<file path="config.mk">
export PLATFORM = sky130hd
export DESIGN_NAME = muldiv_unit
export DESIGN_NICKNAME = d
export VERILOG_FILES = /design/src/rtl/muldiv_unit.sv
export SDC_FILE = /design/constraint.sdc
export NUM_CORES = 2
export LEC_CHECK = 0
export BUFFER_PORTS_ARGS = -buffer_cell sky130_fd_sc_hd__buf_2
export CAP_MARGIN = 25
export CORE_MARGIN = 1.5
export CORE_UTILIZATION = 50
export CTS_BUF_LIST = sky130_fd_sc_hd__clkbuf_8 sky130_fd_sc_hd__clkbuf_16
export DETAILED_ROUTE_END_ITERATION = 16
export GPL_TIMING_DRIVEN = 0
export PLACE_DENSITY = 0.69
export SETUP_SLACK_MARGIN = 0.5
export SKIP_LAST_GASP = 1
export SYNTH_ARGS = -nofsm -noshare
export SYNTH_HDL_FRONTEND = slang
export SYNTH_SLANG_ARGS = --single-unit
</file>
<file path="constraint.sdc">
create_clock -name clk -period 13.3 [get_ports clk]
set_input_delay 0.665 -clock clk [delete_from_list [all_inputs] [get_ports clk]]
set_output_delay 0.665 -clock clk [all_outputs]
set_load 0.005 [all_outputs]
</file>
<file path="src/rtl/muldiv_unit.sv">
// Multi-cycle multiply/divide unit for the HILO path.
// Holds the pipeline via stall_request and emits one HILO write per operation.
module muldiv_unit #(
   parameter int DATA_WIDTH  = 32,
   parameter int MUL_LATENCY = 2
) (
   input  logic                  clk,
   input  logic                  rst,
   input  logic                  start,
   input  logic [1:0]            op,
   input  logic [DATA_WIDTH-1:0] operand_1,
   input  logic [DATA_WIDTH-1:0] operand_2,
   input  logic                  flush,
   output logic                  busy,
   output logic                  stall_request,
   output logic                  hilo_write_en,
   output logic [DATA_WIDTH-1:0] hi_out,
   output logic [DATA_WIDTH-1:0] lo_out
);
   localparam int W    = DATA_WIDTH;
   localparam int CW   = $clog2(DATA_WIDTH + 8);
   localparam int MCNT = (MUL_LATENCY > 1) ? MUL_LATENCY - 2 : 0;

   typedef enum logic [1:0] {IDLE, MUL, DIV, DONE} state_t;

   state_t          state, state_next;
   logic            accept;
   logic [CW-1:0]   cnt;
   logic            sgn_q;
   logic [W-1:0]    a_q, b_q, b_mag, rem, quo, hi_q, lo_q;

   logic            mul_sgn;
   logic [W-1:0]    mul_a, mul_b;
   logic [2*W-1:0]  ext_a, ext_b, prod;
   logic [W:0]      trial, diff;
   logic [W-1:0]    rem_nxt, quo_nxt, q_fix, r_fix;
   logic [W-1:0]    dvd_mag, dvs_mag;
   logic            q_neg, r_neg;
   logic            wr_mul, wr_div;

   always_ff @(posedge clk or negedge rst) begin
      if (!rst) state <= IDLE;
      else      state <= state_next;
   end

   always_comb begin
      state_next = state;
      accept     = 1'b0;
      unique case (state)
         IDLE: begin
            if (start && !flush) begin
               accept = 1'b1;
               if (op[1])                 state_next = DIV;
               else if (MUL_LATENCY == 1) state_next = DONE;
               else                       state_next = MUL;
            end
         end
         MUL, DIV: begin
            if (flush)           state_next = IDLE;
            else if (cnt == '0)  state_next = DONE;
         end
         DONE: state_next = IDLE;
      endcase
   end

   assign busy          = (state != IDLE);
   assign stall_request = (start && state == IDLE && !flush)
                        || (busy && state != DONE);
   assign hilo_write_en = (state == DONE) && !flush;
   assign hi_out        = hi_q;
   assign lo_out        = lo_q;

   // A single-cycle multiply has to read the live inputs on the accept edge.
   always_comb begin
      if (state == IDLE) begin
         mul_a   = operand_1;
         mul_b   = operand_2;
         mul_sgn = !op[0];
      end else begin
         mul_a   = a_q;
         mul_b   = b_q;
         mul_sgn = sgn_q;
      end
      ext_a = mul_sgn ? {{W{mul_a[W-1]}}, mul_a} : {{W{1'b0}}, mul_a};
      ext_b = mul_sgn ? {{W{mul_b[W-1]}}, mul_b} : {{W{1'b0}}, mul_b};
      prod  = ext_a * ext_b;
   end

   always_comb begin
      dvd_mag = (!op[0] && operand_1[W-1]) ? -operand_1 : operand_1;
      dvs_mag = (!op[0] && operand_2[W-1]) ? -operand_2 : operand_2;
      trial   = {rem, quo[W-1]};
      diff    = trial - {1'b0, b_mag};
      rem_nxt = diff[W] ? trial[W-1:0] : diff[W-1:0];
      quo_nxt = {quo[W-2:0], !diff[W]};
      q_neg   = sgn_q && (a_q[W-1] ^ b_q[W-1]);
      r_neg   = sgn_q && a_q[W-1];
      q_fix   = q_neg ? -quo_nxt : quo_nxt;
      r_fix   = r_neg ? -rem_nxt : rem_nxt;
   end

   assign wr_mul = (state_next == DONE) && (state == IDLE || state == MUL);
   assign wr_div = (state_next == DONE) && (state == DIV);

   always_ff @(posedge clk or negedge rst) begin
      if (!rst) begin
         cnt   <= '0;
         sgn_q <= 1'b0;
         a_q   <= '0;
         b_q   <= '0;
         b_mag <= '0;
         rem   <= '0;
         quo   <= '0;
         hi_q  <= '0;
         lo_q  <= '0;
      end else begin
         if (accept) begin
            sgn_q <= !op[0];
            a_q   <= operand_1;
            b_q   <= operand_2;
            b_mag <= dvs_mag;
            rem   <= '0;
            quo   <= dvd_mag;
            cnt   <= op[1] ? CW'(W - 1) : CW'(MCNT);
         end else if ((state == MUL || state == DIV) && !flush
                      && cnt != '0) begin
            cnt <= cnt - CW'(1);
         end
         if (state == DIV && !flush) begin
            rem <= rem_nxt;
            quo <= quo_nxt;
         end
         if (wr_mul) begin
            hi_q <= prod[2*W-1:W];
            lo_q <= prod[W-1:0];
         end
         // Zero divisor bypasses the sign fixup: remainder is the raw dividend.
         if (wr_div) begin
            if (b_q == '0) begin
               hi_q <= a_q;
               lo_q <= '1;
            end else begin
               hi_q <= r_fix;
               lo_q <= q_fix;
            end
         end
      end
   end
endmodule
</file>
==> Word level (Yosys, flattened, before mapping) <==
Index checks and enable logic that the tools add are counted.
{ "totals": {"ff_bits": 233, "input_bits": 70, "output_inout_bits": 67, "wordCells": 82} }
{ "classes": {"add_sub_neg": 6, "multipliers": 1, "n_eq_ne": 5, "muxes": 30, "n_bitwise": 1, "reduce_logical": 29} }
{ "ops": {"columns": ["op", "count"], "rows": [
  ["two-way mux 32 bit", 17],
  ["two-way mux 64 bit", 2],
  ["negator 32 bit", 4],
  ["multiplier 64 x 64 -> 64 bit", 1],
  ["subtractor 33 x 32 -> 33 bit", 1],
  ["zero test 32 bit", 1],
  ["logical AND 1 bit", 14],
  ["two-way mux 6 bit", 2],
  ["two-way mux 2 bit", 4],
  ["nonzero test 2 bit", 4],
  ["== test 2 bit (second input constant)", 3],
  ["zero test 6 bit", 1],
  ["case mux 2 bit (3 select lines)", 1],
  ["nonzero test 6 bit", 1],
  ["subtractor 6 x 1 -> 6 bit (second input constant)", 1],
  ["two-way mux 5 bit", 1],
  ["zero test 1 bit", 3],
  ["logical OR 1 bit", 3],
  ["two-way mux 1 bit", 3],
  ["== test 2 x 1 -> 1 bit (second input constant)", 1],
  ["zero test 2 bit", 1],
  ["!= test 2 bit (second input constant)", 1],
  ["OR reduction 2 bit", 1],
  ["bitwise XOR 1 bit", 1]
]} }

==> Longest topological paths before layout <==
{ "depth": {"word_depth": 8, "mapped_depth": 41, "ltp_nobuf": 38} }

==> Worst setup path before layout <==
No wires, ideal clock.
{ "synth_path": {"path_kind": "register to register", "from": "register state[0]", "to": "register hi_q[30] (netlist: hi_out[30])", "setup_time_ns": 0.137, "t_arrival_ns": 10.719, "required_ns": 13.163, "slack_ns": 2.444, "stages_incl_launch_ff": 36, "path_buffers": 3, "synth_period_minus_slack_ns": 10.856, "path_cell_list": "dfrtp_1 inv_1 ha_1 buf_1 clkbuf_1 clkbuf_1 mux2_2 and3_1 fa_1 inv_1 fa_1 inv_1 fa_1 inv_1 fa_1 inv_1 fa_1 fa_1 fa_1 fa_1 fa_1 inv_1 fa_1 inv_1 ha_1 a21o_1 a21oi_1 nor2_1 a311o_1 a41oi_1 a21oi_1 a21oi_1 o31a_1 mux2i_1 a222oi_1 o31ai_1"} }
{ "synth_between": {"elab_chain_cells": 6, "word_cells_on_any_way": 22, "classes_between": "mul (1); eq/ne (4); mux (11); reduce/logical (6)"} }
{ "synth_lines": {"columns": ["element", "line_no", "rtl"], "rows": [
  ["start: declaration", "26", "state_t state, state_next;"],
  ["start signal: assignment", "43", "else state <= state_next;"],
  ["zero test 2 bit (tied with other cells)", "49, 75, 102", null],
  ["two-way mux 32 bit (tied with other cells)", "75", "if (state == IDLE) begin"],
  ["two-way mux 64 bit (tied with other cells)", "84", "ext_a = mul_sgn ? {{W{mul_a[W-1]}}, mul_a} : {{W{1'b0}}, mul_a};"],
  ["multiplier 64 x 64 -> 64 bit / == test 2 bit (equally long branches)", "86, 102, 103", null],
  ["two-way mux 32 bit (tied with other cells)", "133", "if (wr_mul) begin"],
  ["two-way mux 32 bit / nonzero test 2 bit (equally long branches)", null, null],
  ["end signal: assignment", "134", "hi_q <= prod[2*W-1:W];"],
  ["end signal: assignment", "140", "hi_q <= a_q;"],
  ["end signal: assignment", "143", "hi_q <= r_fix;"],
  ["end: declaration", "30", "logic [W-1:0] a_q, b_q, b_mag, rem, quo, hi_q, lo_q;"]
]} }
Several ways; a longest one is shown, not always the timed one. The select of a mux whose other input is x is not followed.
A chain may end at the register's enable or synchronous reset.

==> Worst setup path in the final report <==
{ "layout_path": {"from": "register state[1]", "to": "register hi_q[30] (netlist: hi_out[30])"} }
Same word-level chain as after synthesis.

==> summary by stage <==
Place
The HPWL after detailed placement is 219000 µm. In this run the tool buffered the top-level ports with 118 buffer cells. Timing analysis after detailed placement gives a worst setup slack of -1.32 ns.

The routability congestion estimate from global placement is 1.08. The cell total after placement is 8882. The cell area after placement is 66200 µm².

Worst setup path
The critical path capture point type is a flip-flop. The arrival time reported for the critical path endpoint is 12.99 ns. STA classifies the critical path startpoint as a flip-flop. On the worst path, the slowest cell contributes a delay of approximately 0.94 ns. The most used cell along the critical path is sky130_fd_sc_hd__fa_1. Data on the critical path is required at its endpoint by 13.67 ns. The endpoint identified for the worst register-to-register timing path is hi_out[30]. The worst register-to-register path has a setup slack of 0.68 ns.

The largest fanout of any net on the critical path is 10. Measured in cells, the most critical reg-to-reg path has a length of 34. The startpoint of the worst register-to-register path is state[1]. For this design, the slowest cell found on the critical path is sky130_fd_sc_hd__clkbuf_1. The worst setup path is of the reg2reg kind.

GRT
The number of global-route vias before repair is ~54000. The initial antenna violation count was 14. The total grt overflow is 0. The first-pass GRT wire length is around 370000 µm. The global router's overall resource usage is 0.409. The maximum number of pins on one net before global-route repair is 89.

Clock network
The deepest level of the CTS H-tree is 1. At the later pin of the worst-skew pair, clock insertion delay measures 0.57 ns. TritonCTS built the clock tree.

The longest clock path from root to sink contains 3 buffers. The tree is rooted in a sky130_fd_sc_hd__clkbuf_16. After clock tree synthesis, the clock-pin slew on the worst setup and hold paths is around 0.09 ns. The number of CTS-inserted buffers is 21. For this design, the sink count on the clock tree is about 230.

Synth
The sequential-to-total area share from yosys stat is 0.0926. The number of register bits inferred by synthesis is 232. The gate count after technology mapping is 7069. After synthesis the cells add up to 62700 µm². A synthesized cell averages 8.87 µm². The count of warnings emitted by yosys is 0.

The count of cell types in the netlist is 91. Among all flip-flop cells after synthesis, the most frequent one is sky130_fd_sc_hd__dfrtp_1. The fraction of registers with async set or reset after synthesis is 1.00. The number of nets in the synthesized netlist is 8909.

In this run, synthesis inferred 0 flip-flops with an integrated enable.

Timing
Derived from the worst setup path, the maximum achievable clock frequency is 79.2 MHz. At the pin with the least slew margin, the transition time is 1.22 ns. Setup violations remaining at the end of the flow were counted as 0. Between clock sinks in the finished design, the worst skew comes to 0.0437 ns. Measured against its own limit, the worst slew margin works out to 0.188.

Once routing completed, OpenROAD measured the worst setup slack at 0.678 ns. The final-report max-slew violation count is 0. Of the available clock period, the critical path in the final layout requires 0.949. Counting I/O delays and the setup requirement, the final critical path takes 12.62 ns. Setup repair after global routing left no endpoint under its margin.

The smallest hold slack is 0.0678 ns. The hold violation total from the final report is 0.

Layout
Compared with the post-synthesis result, the final layout area differs by 7.06%. The final-stage net count is around 9100. The final standard cell count with taps included and fillers excluded is 8931. The post-route standard cell area excluding fillers is roughly 67000 µm². Counting the fill cells in the layout gives 11662. The sequential cells in the finished layout cover a total of 5810 µm².

In the final layout, the share of cells above drive strength 1 is 0.0552. The multi-input combinational cells in the finished layout cover a total of 49900 µm².

Die
The area of the core is 124000 µm². The y dimension of the die is 357 µm. The die covers ~130000 µm². The initial core utilization is 0.505.

The number of rows in the core area is 129. The top-level I/O count is 137. Measured along the x axis, the die boundary spans 357 µm.

Drt
The number of DRC markers after the initial detailed-route iteration is 5724. For this run, design rule violations remaining after detail routing come to 0. The via count normalized by instance count is 5.89. In this run the remaining antenna-violating nets after routing total 0. The routed via count is 52566. The number of detailed-route iterations in the first pass is 7. For this block, the routed nets add up to 257000 µm of wire. The average wire per cell in the routed design is 28.7 µm.

Status
The flow ran to the end, and the final reports show no timing, DRC or antenna violations.

Flow run
The number of maximum-capacitance constraint violations is 0.

Hold path
The class of the most critical hold timing path is in2async.
-- layout make-up --
| cell class | count | share of cell area |
|---|---|---|
| timing repair buffer | 180 | 0.0207 |
| inverter | 1585 | 0.0886 |
| clock buffer | 28 | 0.00926 |
| clock inverter | 9 | 0.000820 |
| tap | 1637 | 0.0305 |
| sequential | 232 | 0.0865 |
| multi-input combinational | 4936 | 0.744 |
| buffer | 316 | 0.0194 |
| antenna | 8 | 0.000298 |
-- kinds of logic after synthesis --
group | Yosys count | synth area share
AOI/OAI and AO/OA | 785 | 0.0779
xor gates and xnor gates | 238 | 0.0332
adders and majority gates | 1770 | 0.523
buffers and inverters | 1901 | 0.114
DFF | 232 | 0.0926
muxes | 166 | 0.0280
and+or+nand+nor | 1977 | 0.131
-- critical path: cells and delay by family, from the launching register on --
family	cells	cell delay (ns)
AOI/OAI and AO/OA	6	1.78
adders and majority gates	12	5.84
buffers and inverters	9	2.29
DFF	1	0.43
muxes	2	0.97
and+or+nand+nor	5	1.05
-- cells in the mapped netlist (all sizes together), types with 46 or more instances --
master	instances	area [µm²]
nand3	71	355
inv	1585	5950
nor2	743	2790
mux2i	98	988
nor3	46	230
mux2	68	769
ha	350	4380
dfrtp	232	5810
nand2	897	3370
xor2	96	841
fa	1420	28400
a21o	70	533
clkbuf	272	1020
o21ai	238	1190
xnor2	142	1240
a21oi	211	1070
-- what timing repair did --
item,CTS,global route
setup buffers,0,1
endpoints found under the setup margin,34,20
hold buffers,0,0
gates resized for setup,49,64
pin swaps,0,1
cloned,0,0
-- sequential cells by signal, summed over array words and instances (netlist names) --
| register | count |
|---|---|
| b_mag | 31 |
| state | 2 |
| rem | 32 |
| sgn_q | 1 |
| quo | 32 |
| hi_out | 32 |
| a_q | 32 |
| cnt | 6 |
| b_q | 32 |
| lo_out | 32 |
-- routing by layer --
| metal | vias to the layer above | share of wire | GRT usage | wire length [µm] |
|---|---|---|---|---|
| met1 | 26680 | 0.36 | 0.510 | 93200 |
| met3 | 800 | 0.13 | 0.143 | 33300 |
| met5 | - | 0.00032 | 0 | 81 |
| li1 | 21779 | - | - | - |
| met4 | 12 | 0.083 | 0.266 | 21300 |
| met2 | 3295 | 0.42 | 0.604 | 109000 |
-- worst max-delay path by stage --
stage                     startpoint          to  slack (ns)
after floorplan             state[0]  hi_out[30]        2.44
after global placement      state[1]  hi_out[25]       -1.45
after detailed placement    state[0]  hi_out[29]       -1.32
after CTS                   state[0]  hi_out[29]        0.51
after global routing        state[0]  hi_out[25]        0.50
final                       state[1]  hi_out[30]        0.68
-- cells in the final DEF (no fill, tap or decap), types with 17 or more instances in the layout --
cell and count:
sky130_fd_sc_hd__inv_1 1586, sky130_fd_sc_hd__fa_1 1419, sky130_fd_sc_hd__nand2_1 896, sky130_fd_sc_hd__nor2_1 743, sky130_fd_sc_hd__ha_1 350, sky130_fd_sc_hd__clkbuf_1 240, sky130_fd_sc_hd__dfrtp_1 232, sky130_fd_sc_hd__o21ai_0 228
sky130_fd_sc_hd__a21oi_1 206, sky130_fd_sc_hd__xnor2_1 142, sky130_fd_sc_hd__buf_2 133, sky130_fd_sc_hd__xor2_1 96, sky130_fd_sc_hd__nand3_1 71, sky130_fd_sc_hd__a21o_1 69, sky130_fd_sc_hd__mux2i_1 66, sky130_fd_sc_hd__mux2_2 63
sky130_fd_sc_hd__nor3_1 43, sky130_fd_sc_hd__or3_1 33, sky130_fd_sc_hd__and2_1 32, sky130_fd_sc_hd__a31oi_1 32, sky130_fd_sc_hd__a22oi_1 32, sky130_fd_sc_hd__nor4_1 30, sky130_fd_sc_hd__mux2i_2 29, sky130_fd_sc_hd__o22ai_1 29
sky130_fd_sc_hd__clkbuf_2 25, sky130_fd_sc_hd__buf_8 25, sky130_fd_sc_hd__nor2b_1 24, sky130_fd_sc_hd__buf_1 23, sky130_fd_sc_hd__nand2b_1 22, sky130_fd_sc_hd__buf_6 22, sky130_fd_sc_hd__clkbuf_16 21, sky130_fd_sc_hd__and3_1 17
sky130_fd_sc_hd__a211oi_1 17
-- per-stage QoR --
stage          utilization  TNS (ns)
6_report             0.541         0
3_5_place_dp         0.533    -20.60
2_1_floorplan            -         0
5_1_grt              0.541         0
3_3_place_gp         0.527    -22.74
4_1_cts              0.540         0
Power is left out: the tool's default activity adds up to more than one toggle a clock period on the data nets, which glitch-free logic cannot reach.
